$ cat config.mk
export PLATFORM = sky130hd
export DESIGN_NAME = nn_mem_arbiter_flat
export DESIGN_NICKNAME = d
export VERILOG_FILES = /design/src/rtl/nn_mem_arbiter_if.sv /design/src/rtl/nn_mem_arbiter.sv /design/src/flat_wrapper.sv
export SDC_FILE = /design/constraint.sdc
export NUM_CORES = 1
export LEC_CHECK = 0
export BUFFER_PORTS_ARGS = -buffer_cell sky130_fd_sc_hd__buf_2
export CAP_MARGIN = 20
export CORE_AREA = 2 2 80 82
export DETAILED_ROUTE_END_ITERATION = 10
export DIE_AREA = 0 0 82 84
export MAX_ROUTING_LAYER = met4
export SLEW_MARGIN = 15
export SYNTH_ARGS = -nofsm -noshare
export SYNTH_HDL_FRONTEND = slang
export SYNTH_SLANG_ARGS = --single-unit
export TNS_END_PERCENT = 1
$ cat constraint.sdc
create_clock -name CLK -period 2.1 [get_ports CLK]
set_input_delay 0.105 -clock CLK [delete_from_list [all_inputs] [get_ports CLK]]
set_output_delay 0.105 -clock CLK [all_outputs]
set_load 0.02 [all_outputs]
$ cat src/rtl/nn_mem_arbiter_if.sv
// Core-side request/response and RAM-side buses of the fetch/load-store RAM arbiter.
// Modport 'arb' is the arbiter view; 'env' is the view of the core and the RAM array.
interface nn_mem_arbiter_if #(
  parameter int AW = 10,
  parameter int DW = 32
);
  logic            IF_REQ;
  logic [AW-1:0]   IF_ADDR;
  logic            IF_GNT;
  logic            IF_RVALID;
  logic [DW-1:0]   IF_RDATA;
  logic            LS_REQ;
  logic            LS_WE;
  logic [AW-1:0]   LS_ADDR;
  logic [DW-1:0]   LS_WDATA;
  logic [DW/8-1:0] LS_BE;
  logic            LS_GNT;
  logic            LS_RVALID;
  logic [DW-1:0]   LS_RDATA;
  logic            RAM_EN;
  logic [DW/8-1:0] RAM_WE;
  logic [AW-1:0]   RAM_ADDR;
  logic [DW-1:0]   RAM_WDATA;
  logic [DW-1:0]   RAM_RDATA;

  modport arb (
    input  IF_REQ, IF_ADDR, LS_REQ, LS_WE, LS_ADDR, LS_WDATA, LS_BE, RAM_RDATA,
    output IF_GNT, IF_RVALID, IF_RDATA, LS_GNT, LS_RVALID, LS_RDATA,
           RAM_EN, RAM_WE, RAM_ADDR, RAM_WDATA
  );

  modport env (
    output IF_REQ, IF_ADDR, LS_REQ, LS_WE, LS_ADDR, LS_WDATA, LS_BE, RAM_RDATA,
    input  IF_GNT, IF_RVALID, IF_RDATA, LS_GNT, LS_RVALID, LS_RDATA,
           RAM_EN, RAM_WE, RAM_ADDR, RAM_WDATA
  );
endinterface

$ cat src/rtl/nn_mem_arbiter.sv
// Shares one single-port synchronous RAM between instruction fetch and load/store.
// Load/store wins contention until it has taken MAX_LS_RUN grants in a row over a waiting fetch.
module nn_mem_arbiter #(
  parameter int AW         = 10,
  parameter int DW         = 32,
  parameter int MAX_LS_RUN = 4
) (
  input  logic CLK,
  input  logic RST,
  nn_mem_arbiter_if.arb bus
);
  localparam int BW = DW / 8;
  localparam logic [3:0] MAX_RUN = 4'(MAX_LS_RUN);

  logic [3:0] run_cnt_q, run_cnt_d;
  logic       rd_if_q, rd_if_d;
  logic       rd_ls_q, rd_ls_d;
  logic       ls_win, if_win;

  always_comb begin
    ls_win = 1'b0;
    if_win = 1'b0;
    if (!RST) begin
      if (bus.LS_REQ && (!bus.IF_REQ || run_cnt_q != MAX_RUN)) ls_win = 1'b1;
      else if (bus.IF_REQ)                                     if_win = 1'b1;
    end
  end

  always_comb begin
    bus.IF_GNT    = if_win;
    bus.LS_GNT    = ls_win;
    bus.RAM_EN    = if_win | ls_win;
    bus.RAM_WE    = '0;
    bus.RAM_ADDR  = '0;
    bus.RAM_WDATA = '0;
    if (ls_win) begin
      bus.RAM_ADDR = bus.LS_ADDR;
      if (bus.LS_WE) begin
        bus.RAM_WE    = bus.LS_BE;
        bus.RAM_WDATA = bus.LS_WDATA;
      end
    end else if (if_win) begin
      bus.RAM_ADDR = bus.IF_ADDR;
    end
  end

  // The run only counts grants taken while fetch is actually waiting.
  always_comb begin
    run_cnt_d = 4'd0;
    if (ls_win && bus.IF_REQ)
      run_cnt_d = (run_cnt_q == MAX_RUN) ? MAX_RUN : run_cnt_q + 4'd1;
    rd_if_d = if_win;
    rd_ls_d = ls_win && !bus.LS_WE;
  end

  always_ff @(posedge CLK) begin
    if (RST) begin
      run_cnt_q <= 4'd0;
      rd_if_q   <= 1'b0;
      rd_ls_q   <= 1'b0;
    end else begin
      run_cnt_q <= run_cnt_d;
      rd_if_q   <= rd_if_d;
      rd_ls_q   <= rd_ls_d;
    end
  end

  // Gate with RST so a read granted just before reset never returns.
  always_comb begin
    bus.IF_RVALID = rd_if_q && !RST;
    bus.LS_RVALID = rd_ls_q && !RST;
    bus.IF_RDATA  = bus.IF_RVALID ? bus.RAM_RDATA : '0;
    bus.LS_RDATA  = bus.LS_RVALID ? bus.RAM_RDATA : '0;
  end

  logic [BW-1:0] unused_be;
  assign unused_be = '0;
endmodule

$ cat src/flat_wrapper.sv
// flat-port wrapper written by rule: the top's interface ports become plain ports
module nn_mem_arbiter_flat 
#(
  parameter int AW         = 10,
  parameter int DW         = 32,
  parameter int MAX_LS_RUN = 4
)
  (CLK, RST, bus_IF_REQ, bus_IF_ADDR, bus_LS_REQ, bus_LS_WE, bus_LS_ADDR, bus_LS_WDATA, bus_LS_BE, bus_RAM_RDATA, bus_IF_GNT, bus_IF_RVALID, bus_IF_RDATA, bus_LS_GNT, bus_LS_RVALID, bus_LS_RDATA, bus_RAM_EN, bus_RAM_WE, bus_RAM_ADDR, bus_RAM_WDATA);
  nn_mem_arbiter_if #(.AW(AW), .DW(DW)) bus_i ();
  input  logic CLK;
  input  logic RST;
  input wire logic [$bits(bus_i.IF_REQ)-1:0] bus_IF_REQ;
  input wire logic [$bits(bus_i.IF_ADDR)-1:0] bus_IF_ADDR;
  input wire logic [$bits(bus_i.LS_REQ)-1:0] bus_LS_REQ;
  input wire logic [$bits(bus_i.LS_WE)-1:0] bus_LS_WE;
  input wire logic [$bits(bus_i.LS_ADDR)-1:0] bus_LS_ADDR;
  input wire logic [$bits(bus_i.LS_WDATA)-1:0] bus_LS_WDATA;
  input wire logic [$bits(bus_i.LS_BE)-1:0] bus_LS_BE;
  input wire logic [$bits(bus_i.RAM_RDATA)-1:0] bus_RAM_RDATA;
  output wire logic [$bits(bus_i.IF_GNT)-1:0] bus_IF_GNT;
  output wire logic [$bits(bus_i.IF_RVALID)-1:0] bus_IF_RVALID;
  output wire logic [$bits(bus_i.IF_RDATA)-1:0] bus_IF_RDATA;
  output wire logic [$bits(bus_i.LS_GNT)-1:0] bus_LS_GNT;
  output wire logic [$bits(bus_i.LS_RVALID)-1:0] bus_LS_RVALID;
  output wire logic [$bits(bus_i.LS_RDATA)-1:0] bus_LS_RDATA;
  output wire logic [$bits(bus_i.RAM_EN)-1:0] bus_RAM_EN;
  output wire logic [$bits(bus_i.RAM_WE)-1:0] bus_RAM_WE;
  output wire logic [$bits(bus_i.RAM_ADDR)-1:0] bus_RAM_ADDR;
  output wire logic [$bits(bus_i.RAM_WDATA)-1:0] bus_RAM_WDATA;
  assign bus_i.IF_REQ = bus_IF_REQ;
  assign bus_i.IF_ADDR = bus_IF_ADDR;
  assign bus_i.LS_REQ = bus_LS_REQ;
  assign bus_i.LS_WE = bus_LS_WE;
  assign bus_i.LS_ADDR = bus_LS_ADDR;
  assign bus_i.LS_WDATA = bus_LS_WDATA;
  assign bus_i.LS_BE = bus_LS_BE;
  assign bus_i.RAM_RDATA = bus_RAM_RDATA;
  assign bus_IF_GNT = bus_i.IF_GNT;
  assign bus_IF_RVALID = bus_i.IF_RVALID;
  assign bus_IF_RDATA = bus_i.IF_RDATA;
  assign bus_LS_GNT = bus_i.LS_GNT;
  assign bus_LS_RVALID = bus_i.LS_RVALID;
  assign bus_LS_RDATA = bus_i.LS_RDATA;
  assign bus_RAM_EN = bus_i.RAM_EN;
  assign bus_RAM_WE = bus_i.RAM_WE;
  assign bus_RAM_ADDR = bus_i.RAM_ADDR;
  assign bus_RAM_WDATA = bus_i.RAM_WDATA;
  nn_mem_arbiter #(.AW(AW), .DW(DW), .MAX_LS_RUN(MAX_LS_RUN)) u_core (.CLK(CLK), .RST(RST), .bus(bus_i));
endmodule
==> results list <==
- The flow ran to the end, and the final reports show no timing, DRC or antenna violations.
* Overflow left after global routing: 0
* Net count of the mapped netlist: 251
- Hold WC Path Type: in2reg
* Cell Area, Placed: between 2000 and 2500 sq um
* RSZ-0062 raised after global routing: no
- Xor-xnor portion of the synthesized cell area: 0.007813
* Starting density of the core: 0.1839
- CTS Root Cell: sky130_fd_sc_hd__clkbuf_8
- Placement row count: 29
- The initial antenna violation count came to 0.
- Critical path class: reg2out
- Worst-skew pair later-pin latency: 0.23 ns
* Highest clock frequency the design can meet: a little over 500 MHz
- Kind of end point of the critical path: output port
- In this run the tool buffered the top-level ports with 207 buffer cells.
- Count of unique library cells instantiated by Yosys: 23
- The net count of the finished layout is roughly 460.
* Reg clk slew, reported paths: 0.04 ns
* Share of the yosys chip area belonging to registers: 0.1071
* Fin crit period: just under 2 ns
- Complex-gate fraction of the synthesized area: 0.1161
* Floorplan die area: around 6900 sq um
- For this block, the initial DRC count from the detailed router was 16.
- In this run the remaining antenna-violating nets after routing total 0.
* DRT Wirelength: 4.959 mm
- Wire length of the first global-routing pass: 6.948 mm
* Number of hold violations in the final report: 0
* I/O Pins: approximately 210
- Clock tree synthesis inserted a total of 3 buffers.
- In the synthesized netlist, the number of instances is 156.
* Via count of the first global-routing pass: between 1500 and 2000
- Headroom to the max-slew limit came out at 0.8379.
- Combinational family with the most area after synthesis: simple AND/OR/NAND/NOR gates
- VDD sags by at most 225.3 uV.
- TNS Setup: 0 ns
* Mux share of post-synthesis cell area: 0
- Final core area utilization: 0.3723
- Across the routed clock network, the largest skew measured is 0.003771 ns.
- For the worst setup path, the data arrival time is 1.86 ns.
- Routability-driven placement finished with a final weighted congestion of approximately 0.77.
- Simple-Gate Fraction of Synth Area: 0.6741
- STA classifies the critical path startpoint as a flip-flop.
- In this run the post-CTS setup repair buffer count came out at 0.
- The floorplan step set the die width to ~82 um.
- In this run the mean area of a mapped cell was 7.186 sq um.
- Maximum count of clock buffers along a single path: 2
- Total routing usage reported by global routing: 0.1289
* Maximum number of pins on one net before global-route repair: 37
* Flip-flop and latch count after synthesis: 6
- The wire-length estimate of the detail-placed layout is 4.254 mm.
- Average wire length per cell after detail routing: 11.35 um
- Number of clock sinks seen by CTS: 6
- Number of detailed-routing iterations run before antenna repair: 4
* Ratio of routed vias to standard cells: 3.934
* Adder and majority cell fraction of the synthesized area: 0.02232
- For the worst setup path, the data required time is around 2 ns.
- Crit Path Max Fanout: 36
- From bottom edge to top edge, the die measures 84 um.
- Summing every instance area after synthesis gives 1121 sq um.
* Final Instance Area: about 2300 sq um
- Dividing the final minimum period by the clock period gives 0.9347.
- TritonCTS built the clock tree.
* Leakage dissipation: 0.001507 uW
- Residual DRC: 0
- The repair_antennas step left the layout with diodes totalling 0.
- Max-slew violation count: 0
* Power Dens Cells: 258.1 nW/um^2
* Ratio of cells with drive above 1 in the final layout: 0.6528
- Buffers inserted to repair hold after CTS numbered 0.
* Layout filler cell count: 675
- Once the clock tree was built, the resizer swapped 0 gates to a different size.
* Vias after detailed routing: approximately 1700
- The Yosys step of the flow raised 0 warnings.
- Maximum capacitance violations: 0
* Actual slew at the worst max-slew pin: between 0.2 and 0.25 ns
- Synthesis-to-layout area growth: 102.5%
- The core region is 6096 sq um.
- Setup violations remaining at the end of the flow were counted as 0.
- H-tree depth: 1
-- critical path: stages (launching register included) --
cell and delay, ns:
sky130_fd_sc_hd__dfxtp_1 0.36, sky130_fd_sc_hd__inv_1 0.06, sky130_fd_sc_hd__ha_1 0.20, sky130_fd_sc_hd__nor2b_4 0.14, sky130_fd_sc_hd__a311oi_4 0.29, sky130_fd_sc_hd__buf_6 0.24
sky130_fd_sc_hd__and2_2 0.17, sky130_fd_sc_hd__buf_2 0.16
-- placed cells by master, fill, tap and decap left out --
cell | netlist | layout
sky130_fd_sc_hd__buf_2 | 2 | 207
sky130_fd_sc_hd__and2_1 | 84 | 84
sky130_fd_sc_hd__and2_2 | 17 | 17
sky130_fd_sc_hd__a22o_1 | 10 | 10
sky130_fd_sc_hd__nor2_1 | 7 | 7
sky130_fd_sc_hd__dfxtp_1 | 6 | 6
sky130_fd_sc_hd__inv_1 | 4 | 4
sky130_fd_sc_hd__buf_4 | 0 | 4
sky130_fd_sc_hd__clkbuf_8 | 0 | 3
sky130_fd_sc_hd__nor2b_1 | 2 | 2
sky130_fd_sc_hd__a21oi_1 | 2 | 2
sky130_fd_sc_hd__ha_1 | 2 | 2
sky130_fd_sc_hd__nand3b_1 | 1 | 1
sky130_fd_sc_hd__nand2b_1 | 1 | 1
sky130_fd_sc_hd__nor2b_4 | 1 | 1
sky130_fd_sc_hd__nand2b_4 | 1 | 1
sky130_fd_sc_hd__a31oi_1 | 1 | 1
sky130_fd_sc_hd__a311oi_4 | 1 | 1
sky130_fd_sc_hd__nand4b_1 | 1 | 1
sky130_fd_sc_hd__nand3_1 | 1 | 1
sky130_fd_sc_hd__xor2_1 | 1 | 1
sky130_fd_sc_hd__nand2_1 | 1 | 1
sky130_fd_sc_hd__nor3_1 | 1 | 1
sky130_fd_sc_hd__buf_6 | 3 | 1
-- cells by family after synthesis --
group / Yosys count
AND/OR/NAND/NOR: 118
XOR/XNOR: 1
buffers and inverters: 15
adder cells (fa/ha/maj): 2
AO/OA/AOI/OAI: 14
flip-flops: 6
-- registers in the layout, summed over array words and instances, names as in the netlist --
name              flops
u_core.rd_ls_q        1
u_core.run_cnt_q      4
u_core.rd_if_q        1
-- power by group --
part / switching [uW] / leakage, uW / internal (uW) / total, uW
Sequential: 1.20 / 0.0000488 / 117 / 118
Combinational: 154 / 0.00144 / 137 / 291
Clock: 53.1 / 0.0000216 / 123 / 177
-- metal layers --
| layer | track usage | up-vias | routed length (um) |
|---|---|---|---|
| li1 | - | 897 | - |
| met1 | 0.1319 | 739 | 1837 |
| met2 | 0.2446 | 78 | 2609 |
| met3 | 0.02273 | 5 | 459 |
| met4 | 0.03333 | 0 | 52 |
| met5 | - | - | 0 |
-- worst paths after layout --
| check | from | depth (start not counted) | to | slack [ns] |
|---|---|---|---|---|
| worst min register to register | u_core.run_cnt_q[0]$_SDFF_PP0_ | 1 | u_core.run_cnt_q[0]$_SDFF_PP0_ | 0.46 |
| worst max-delay path | u_core.run_cnt_q[0]$_SDFF_PP0_ | 7 | bus_RAM_WE[1] | 0.14 |
| worst min-delay path | bus_LS_REQ | 2 | u_core.rd_if_q$_SDFF_PP0_ | 0.16 |
| worst max register to register | u_core.run_cnt_q[0]$_SDFF_PP0_ | 6 | u_core.rd_ls_q$_SDFF_PP0_ | 0.77 |
-- through the flow --
stage	hold WS, ns	worst slack, ns	std cells	power [uW]
floorplan	0.1948	0.4522	156	265.5
global placement	0.3836	0.3407	434	409.6
detailed placement	0.3889	0.3108	434	412.5
CTS	0.1558	0.06268	437	593.9
global route	0.1726	0.03623	437	622.4
finish	0.1597	0.1371	437	585.8
-- synthesized netlist by cell type, drive strengths merged --
cell	number	area [sq um]
nand2	1	3.750
inv	4	15.01
nor2	7	26.28
ha	2	25.02
nand3	1	5.000
a21oi	2	10.01
clkbuf	6	22.52
nor2b	3	26.27
buf	5	43.79
nand2b	2	20.02
a22o	10	87.58
a31oi	1	6.260
nor3	1	5.000
a311oi	1	26.28
xor2	1	8.760
nand3b	1	7.510
and2	101	653.1
nand4b	1	8.760
dfxtp	6	120.1
-- layout make-up --
type,count,area (sq um),area share
clock buffers,3,41.29,0.01819
inverters,4,15.01,0.006615
multi-input cells,135,919.6,0.4052
flip-flops and latches,6,120.1,0.05292
well taps,77,96.34,0.04245
repair buffers,212,1077,0.4746
Power figures use the tool's default switching activity.
